==> src/rtl/pwm_multi_if.sv <==
`default_nettype none
// ============================================================================
//  Module      : pwm_multi_if
//  Description : Control/status bundle for the multi-channel PWM generator.
//                The controller drives the requested settings and the update
//                strobe; the generator returns the PWM outputs and the
//                period-end strobe.
//  Revision    : 1.0 - initial release
// ============================================================================
interface pwm_multi_if #(
  parameter int WIDTH    = 8,
  parameter int CHANNELS = 4
);
  logic                         en;
  logic [WIDTH-1:0]             period;
  logic [CHANNELS*WIDTH-1:0]    width;
  logic                         center;
  logic                         upd;
  logic [CHANNELS-1:0]          pwm;
  logic                         period_end;

  // Controller side: owns the requested settings, observes the outputs.
  modport master (
    output en, period, width, center, upd,
    input  pwm, period_end
  );

  // Generator side.
  modport slave (
    input  en, period, width, center, upd,
    output pwm, period_end
  );
endinterface
`default_nettype wire

==> src/rtl/pwm_multi.sv <==
`default_nettype none
// ============================================================================
//  Module      : pwm_multi
//  Description : CHANNELS-output PWM generator sharing one programmable
//                counter. Edge- or center-aligned counting, shadowed
//                period/duty/mode registers applied at period boundaries,
//                enable and a registered period-end strobe.
//  Revision    : 1.0 - initial release
// ============================================================================
module pwm_multi #(
  parameter int WIDTH    = 8,
  parameter int CHANNELS = 4
) (
  input  wire logic   clk,
  input  wire logic   rst_n,
  pwm_multi_if.slave  bus
);

  localparam logic [0:0]       c_DIR_UP    = 1'b0;
  localparam logic [0:0]       c_DIR_DOWN  = 1'b1;
  localparam logic [0:0]       c_MODE_EDGE = 1'b0;
  localparam logic [WIDTH-1:0] c_ZERO      = '0;
  localparam logic [WIDTH-1:0] c_ONE       = WIDTH'(1);
  localparam logic [WIDTH-1:0] c_ALL_ONES  = '1;

  // Counter state
  logic [WIDTH-1:0]          r_cnt;
  logic [0:0]                r_dir;
  logic                      r_pend;

  // Active (working) copies of the shadowed settings
  logic [WIDTH-1:0]          r_per_a;
  logic [CHANNELS*WIDTH-1:0] r_duty_a;
  logic [0:0]                r_mode_a;

  // Registered outputs
  logic [CHANNELS-1:0]       r_pwm;
  logic                      r_pe;

  logic                      w_boundary;
  logic                      w_load;
  logic [WIDTH-1:0]          w_cnt_nxt;
  logic [0:0]                w_dir_nxt;
  logic [CHANNELS-1:0]       w_cmp;

  // Last cycle of the current period: the counter returns to 0 next.
  // In center mode with a top count of 1 there is no down-count phase, so
  // the top itself is the last cycle.
  always_comb begin
    w_boundary = 1'b0;
    if (r_per_a == c_ZERO) begin
      w_boundary = 1'b1;
    end else if (r_mode_a == c_MODE_EDGE) begin
      w_boundary = (r_cnt == r_per_a);
    end else begin
      w_boundary = (r_cnt == c_ONE) &&
                   ((r_dir == c_DIR_DOWN) || (r_per_a == c_ONE));
    end
  end

  // While disabled an update lands at once; while running it waits for
  // the boundary, using whatever inputs are present on that cycle.
  assign w_load = bus.en ? (w_boundary & (r_pend | bus.upd)) : bus.upd;

  // Next counter value and direction.
  always_comb begin
    w_cnt_nxt = r_cnt;
    w_dir_nxt = r_dir;
    if (!bus.en || w_boundary) begin
      w_cnt_nxt = c_ZERO;
      w_dir_nxt = c_DIR_UP;
    end else if (r_mode_a == c_MODE_EDGE) begin
      w_cnt_nxt = r_cnt + c_ONE;
      w_dir_nxt = c_DIR_UP;
    end else if (r_dir == c_DIR_UP) begin
      if (r_cnt == r_per_a) begin
        w_cnt_nxt = r_cnt - c_ONE;
        w_dir_nxt = c_DIR_DOWN;
      end else begin
        w_cnt_nxt = r_cnt + c_ONE;
      end
    end else begin
      w_cnt_nxt = r_cnt - c_ONE;
    end
  end

  // One comparator per channel against the shared counter.
  generate
    for (genvar k = 0; k < CHANNELS; k++) begin : g_ch
      assign w_cmp[k] = (r_cnt < r_duty_a[k*WIDTH +: WIDTH]);
    end
  endgenerate

  // Counter, pending flag and active-register update.
  always_ff @(posedge clk) begin
    if (!rst_n) begin
      r_cnt    <= c_ZERO;
      r_dir    <= c_DIR_UP;
      r_pend   <= 1'b0;
      r_per_a  <= c_ALL_ONES;
      r_duty_a <= '0;
      r_mode_a <= c_MODE_EDGE;
    end else begin
      r_cnt <= w_cnt_nxt;
      r_dir <= w_dir_nxt;
      if (w_load) begin
        r_pend   <= 1'b0;
        r_per_a  <= bus.period;
        r_duty_a <= bus.width;
        r_mode_a <= bus.center;
      end else begin
        r_pend   <= r_pend | bus.upd;
      end
    end
  end

  // Output registers: compare result and boundary strobe, gated by enable.
  always_ff @(posedge clk) begin
    if (!rst_n) begin
      r_pwm <= '0;
      r_pe  <= 1'b0;
    end else begin
      r_pwm <= bus.en ? w_cmp : '0;
      r_pe  <= bus.en & w_boundary;
    end
  end

  assign bus.pwm        = r_pwm;
  assign bus.period_end = r_pe;

endmodule
`default_nettype wire
==> src/flat_wrapper.sv <==
// flat-port wrapper written by rule: the top's interface ports become plain ports
module pwm_multi_flat 
#(
  parameter int WIDTH    = 8,
  parameter int CHANNELS = 4
)
  (clk, rst_n, bus_en, bus_period, bus_width, bus_center, bus_upd, bus_pwm, bus_period_end);
  pwm_multi_if #(.WIDTH(WIDTH), .CHANNELS(CHANNELS)) bus_i ();
  input  wire logic clk;
  input  wire logic rst_n;
  input wire logic [$bits(bus_i.en)-1:0] bus_en;
  input wire logic [$bits(bus_i.period)-1:0] bus_period;
  input wire logic [$bits(bus_i.width)-1:0] bus_width;
  input wire logic [$bits(bus_i.center)-1:0] bus_center;
  input wire logic [$bits(bus_i.upd)-1:0] bus_upd;
  output wire logic [$bits(bus_i.pwm)-1:0] bus_pwm;
  output wire logic [$bits(bus_i.period_end)-1:0] bus_period_end;
  assign bus_i.en = bus_en;
  assign bus_i.period = bus_period;
  assign bus_i.width = bus_width;
  assign bus_i.center = bus_center;
  assign bus_i.upd = bus_upd;
  assign bus_pwm = bus_i.pwm;
  assign bus_period_end = bus_i.period_end;
  pwm_multi #(.WIDTH(WIDTH), .CHANNELS(CHANNELS)) u_core (.clk(clk), .rst_n(rst_n), .bus(bus_i));
endmodule
==> config.mk <==
export PLATFORM = sky130hd
export DESIGN_NAME = pwm_multi_flat
export DESIGN_NICKNAME = d
export VERILOG_FILES = /design/src/rtl/pwm_multi_if.sv /design/src/rtl/pwm_multi.sv /design/src/flat_wrapper.sv
export SDC_FILE = /design/constraint.sdc
export NUM_CORES = 1
export LEC_CHECK = 0
export CORE_ASPECT_RATIO = 1.4
export CORE_UTILIZATION = 25
export CTS_CLUSTER_SIZE = 24
export DETAILED_ROUTE_END_ITERATION = 6
export GPL_TIMING_DRIVEN = 1
export HOLD_SLACK_MARGIN = 0.15
export SYNTH_ARGS = -nofsm -noshare
export SYNTH_HDL_FRONTEND = slang
export SYNTH_SLANG_ARGS = --single-unit
==> constraint.sdc <==
create_clock -name clk -period 2.89 [get_ports clk]
set_input_delay 0.578 -clock clk [delete_from_list [all_inputs] [get_ports clk]]
set_output_delay 0.578 -clock clk [all_outputs]
set_load 0.02 [all_outputs]
==> After elaboration in Yosys (flattened, before gate mapping) <==
Cells that the tools add are included.
{ "op_classes": {"add_sub_neg": 2, "n_lt_le_gt_ge": 4, "n_eq_ne": 3, "n_mux": 8, "n_bitwise": 5, "n_reduce_logical": 9} }
{ "ops": {"columns": ["cell", "count"], "rows": [
  ["$lt A8 B8 Y1", 4],
  ["$mux W8", 3],
  ["$eq A8 B1 Y1 const B", 2],
  ["$add A8 B1 Y8 const B", 1],
  ["$eq A8 B8 Y1", 1],
  ["$logic_not A8 Y1", 1],
  ["$sub A8 B1 Y8 const B", 1],
  ["$mux W1", 5],
  ["$reduce_or A2 Y1", 2],
  ["$reduce_or A3 Y1", 1],
  ["$and A1 B1 Y1", 2],
  ["$logic_or A1 B1 Y1", 2],
  ["$not A1 Y1", 2],
  ["$reduce_and A2 Y1", 1],
  ["$logic_and A1 B1 Y1", 1],
  ["$logic_not A1 Y1", 1],
  ["$or A1 B1 Y1", 1]
]} }
{ "word_totals": {"ff_bits": 56, "in_bits": 45, "output_inout_bits": 5, "word_cells": 39} }

==> Logic depth before layout (Yosys ltp) <==
{ "depth": {"ltp_word": 8, "mapped_depth": 10, "ltp_nobuf": 8} }

==> Worst setup path after synthesis <==
No wires, ideal clock.
{ "synth_timing": {"kind": "register -> register", "from": "register u_core.r_cnt[1]", "to": "register u_core.r_per_a[3]", "arrival_time_ps": 1950, "required_ps": 2761, "slack_ps": 811, "stages_incl_launch_ff": 11, "n_path_buf": 2, "synth_period_minus_slack_ps": 2079, "path_cell_list": "dfxtp_1 -> inv_1 -> ha_1 -> nor4b_2 -> a21boi_1 -> nor2_2 -> o31ai_4 -> buf_6 -> buf_6 -> mux2i_1 -> nand2_1"} }
{ "synth_between": {"elab_chain_cells": 6, "elab_cells_between_ends": 7, "classes_between": "2 x eq/ne; 3 x mux; 1 x bitwise; 1 x reduce/logical"} }
{ "synth_rtl": {"columns": ["item", "line", "source"], "rows": [
  ["start: declaration", "pwm_multi.sv:27", "logic [WIDTH-1:0] r_cnt;"],
  ["start signal: assignment", "pwm_multi.sv:97", "r_cnt <= c_ZERO;"],
  ["start signal: assignment", "pwm_multi.sv:104", "r_cnt <= w_cnt_nxt;"],
  ["$eq A8 B1 Y1", "pwm_multi.sv:56", "w_boundary = (r_cnt == c_ONE) &&"],
  ["$logic_and A1 B1 Y1", "pwm_multi.sv:56", null],
  ["$mux W1 *", "pwm_multi.sv:53", "end else if (r_mode_a == c_MODE_EDGE) begin"],
  ["$mux W1 *", "pwm_multi.sv:51", "if (r_per_a == c_ZERO) begin"],
  ["$and A1 B1 Y1 *", "pwm_multi.sv:63", "assign w_load = bus.en ? (w_boundary & (r_pend | bus.upd)) : bus.upd;"],
  ["$mux W1 *", "pwm_multi.sv:63", null],
  ["end signal: assignment", "pwm_multi.sv:100", "r_per_a <= c_ALL_ONES;"],
  ["end signal: assignment", "pwm_multi.sv:108", "r_per_a <= bus.period;"],
  ["end: declaration", "pwm_multi.sv:32", "logic [WIDTH-1:0] r_per_a;"]
]} }
Mark *: on every way between the ends. The rest lies on a longest branch, timed or not.
A chain may end at the register's enable or synchronous reset.

==> Worst setup path after layout <==
{ "layout_timing": {"from": "register u_core.r_cnt[1]", "to": "register u_core.r_per_a[2]"} }
The elaborated chain is that of the path after synthesis.

==> reports/metrics.csv <==
stage,metric,value,unit
run_status,status,completed,
global_routing,overflow,0,
setup_path,cp-start-kind,flop,
drt,drt_first_pass_iters,5,
clock_network,clockBufferDepth,2,
setup_path,startpoint,u_core.r_cnt[1],
synth,seq_area_frac_synth,35.4,%
clock_network,postCtsSetupBuffers,0,
drt,drc,0,
setup_path,cp.required,3.05,ns
power_and_ir_drop,vdd_drop_max,0.000197,V
synth,syn_area_per_cell,8.47,µm²
power_and_ir_drop,clockPowerShare,38.5,%
setup_path,endpoint,u_core.r_per_a[2],
setup_path,critPathArrivalTime,2.57,ns
synth,synth_fp_nets,450,
floorplanning,io_pins,50,
sta,period_needed,2.41,ns
power_and_ir_drop,p_comb_share,13.9,%
sta,finalHoldViolations,0,
cells_and_area,final_layout_size_suffix_gt1_share,6.33,%
place,dp.final_hpwl,5260,µm
synth,synth_commonest_cells,"dfxtp_1, nand2_1, o21ai_0",
clock_network,cts-resized-gates,0,
sta,skew,0.00667,ns
sta,report.final.slew_viol_count,0,
setup_path,r2r_slack,0.48,ns
drt,drt_iter0_markers,106,
sta,worst_slew_pin_slew,0.638,ns
clock_network,clk_pin_slew_worst_paths,0.07,ns
synth,yosys-top-cells-area,"dfxtp_1, ha_1, o21ai_0",
setup_path,r2r_start,u_core.r_cnt[1],
power_and_ir_drop,swShare,23.6,%
global_routing,use_met3,1.50,%
setup_path,critical_path_class,flop to flop,
setup_path,r2r_end,u_core.r_per_a[2],
sta,rsz0062_at_grt,no,
synth,synth_ff_type,dfxtp_1,
drt,ant_nets,0,
global_routing,antenna_found_initial,0,
synth,synthArstFlopShare,0,%
floorplanning,fp-row-count,48,
cells_and_area,area_delta_synth_final,22.8,%
sta,fmax,414,MHz
floorplanning,fp.dieW,97.1,µm
sta,timing.setup.tns,0,ns
setup_path,end_kind,flop,
clock_network,clk_latency,0.29,ns
sta,setup_viol,0,
synth,synth_edf_count,0,
drt,post_drt_via_cell_ratio,4.66,
synth,syn_area,3170,µm²
global_routing,grt_pass1_wl,11900,µm
setup_path,reg2reg_depth,9,
min_path,worstHoldStart,u_core.r_duty_a[5],
synth,ys_types,41,
min_path,hold_class,flop to flop,
sta,post-route-period-util,83.5,%
floorplanning,die_h,135,µm
place,routabilityCongestion,0.752,
clock_network,cts_tree,yes,
drt,avgRoutedWirePerCell,12.6,µm
global_routing,grt_use_total,11.1,%
synth,synth_top_area_cell,dfxtp_1,
global_routing,use_met1,13.2,%
place,numPortBuffers,49,
synth,netlist.area_leader.share,35.4,%
floorplanning,start_util,25.7,%
synth,ys_seq_elements,56,
global_routing,grt_max_degree,70,
power_and_ir_drop,power.switching,416,µW
synth,yosys_warnings,0,
power_and_ir_drop,p_leak,0.00149,µW
floorplanning,coreArea,12300,µm²
cells_and_area,diodes,0,
drt,vias,2616,
clock_network,hold_buffers,0,
global_routing,grtUsageMet2,19.6,%
synth,netlist_instances,374,
run,maxCapViolations,0,
global_routing,grt_pass1_vias,2559,
setup_path,crit_fanout,24,
synth,yosysMostFrequentCell,dfxtp_1,
power_and_ir_drop,p_seq_share,47.6,%
clock_network,cts_sinks,56,
power_and_ir_drop,p_int,1350,µW
cells_and_area,fillers,1275,
drt,wl,7090,µm
cells_and_area,final_nets,486,
sta,relSlewSlack,57.4,%
clock_network,htreeDepth,2,
floorplanning,dieArea,13100,µm²
power_and_ir_drop,power.density,454,nW/µm²
clock_network,cts-buffers-inserted,5,
global_routing,busiest_layer,met2,
sta,hold_slack,0.463,ns
clock_network,cts_root_buffer,clkbuf_16,
==> logic make-up (layout without fill, tap and decap cells) <==
logic type	count (synthesis)	in the layout	share of synthesized area (%)
and+or+nand+nor	136	136	22.6
xor gates and xnor gates	9	9	2.96
AOI/OAI and AO/OA	75	75	15.3
muxes	10	10	3.16
buffers and inverters	57	94	8.34
DFF	56	56	35.4
adders and majority gates	31	31	12.2
==> per-layer routing <==
layer | share of wire, % | vias to the layer above
met5 | 0 | -
met3 | 2.7 | 16
met2 | 49 | 53
met4 | 2.8 | 0
li1 | - | 1375
met1 | 45 | 1172
==> layout make-up <==
type | count | area, µm² | area share [%]
Multi-Input combinational cell | 261 | 1780 | 45.8
Sequential cell | 56 | 1120 | 28.8
Timing Repair Buffer | 52 | 508 | 13.1
Tap cell | 150 | 188 | 4.82
Clock buffer | 6 | 129 | 3.31
Inverter | 34 | 128 | 3.28
Clock inverter | 2 | 35.0 | 0.901
==> flip-flops by register name, indices dropped and copies added, names as in the netlist <==
| name | cells |
|---|---|
| u_core.r_per_a | 8 |
| u_core.r_mode_a | 1 |
| u_core.bus.period_end | 1 |
| u_core.r_pend | 1 |
| u_core.r_dir | 1 |
| u_core.r_cnt | 8 |
| u_core.bus.pwm | 4 |
| u_core.r_duty_a | 32 |
==> through the flow <==
stage	instances	utilization (%)	setup slack [ns]	power [µW]	area, µm²
after floorplan	374	-	0.811	1010	3170
after global placement	553	30.3	0.549	1100	3730
after detailed placement	553	30.3	0.494	1110	3730
after CTS	561	31.6	0.469	1790	3890
after global routing	561	31.6	0.274	1850	3890
final	561	31.6	0.477	1770	3890
==> cells in the final DEF (no fill, tap or decap), types with 3 or more instances in the layout <==
| master | netlist | final |
|---|---|---|
| dfxtp_1 | 56 | 56 |
| nand2_1 | 49 | 49 |
| clkdlybuf4s50_1 | 0 | 48 |
| o21ai_0 | 39 | 39 |
| nand3_1 | 38 | 38 |
| inv_1 | 34 | 34 |
| ha_1 | 31 | 31 |
| nor3_1 | 12 | 12 |
| mux2i_1 | 10 | 10 |
| a21o_1 | 9 | 9 |
| nor2_1 | 9 | 9 |
| xnor2_1 | 7 | 7 |
| nor4_1 | 6 | 6 |
| o21ai_1 | 6 | 6 |
| clkbuf_16 | 0 | 5 |
| nand2b_1 | 4 | 4 |
| a211oi_1 | 4 | 4 |
| or4_1 | 4 | 4 |
| o311ai_0 | 4 | 4 |
| a21oi_1 | 4 | 4 |
| nor3b_1 | 3 | 3 |
| buf_4 | 4 | 3 |
==> worst min-delay path by stage <==
stage	cells after the start	endpoint
2_1_floorplan	2	u_core.r_duty_a[23]
3_3_place_gp	2	u_core.r_duty_a[23]
3_5_place_dp	2	u_core.r_duty_a[6]
4_1_cts	2	u_core.r_duty_a[5]
5_1_grt	2	u_core.r_duty_a[5]
6_report	2	u_core.r_duty_a[5]
==> critical path: stages (launching register included) <==
cell and delay, ns:
dfxtp_1 0.56, inv_1 0.19, ha_1 0.22, nor4b_2 0.16, a21boi_1 0.23, nor2_2 0.09, o31ai_4 0.23, buf_4 0.31
mux2i_1 0.23, nand2_1 0.07
==> power groups by stage <==
stage               clock, µW  combinational (µW)  sequential [µW]
floorplan                   0                 151              854
global placement            0                 243              858
detailed placement          0                 246              859
CTS                       701                 249              841
global route              729                 276              845
finish                    681                 245              841
No activity file was read; power rests on OpenSTA's default activity.
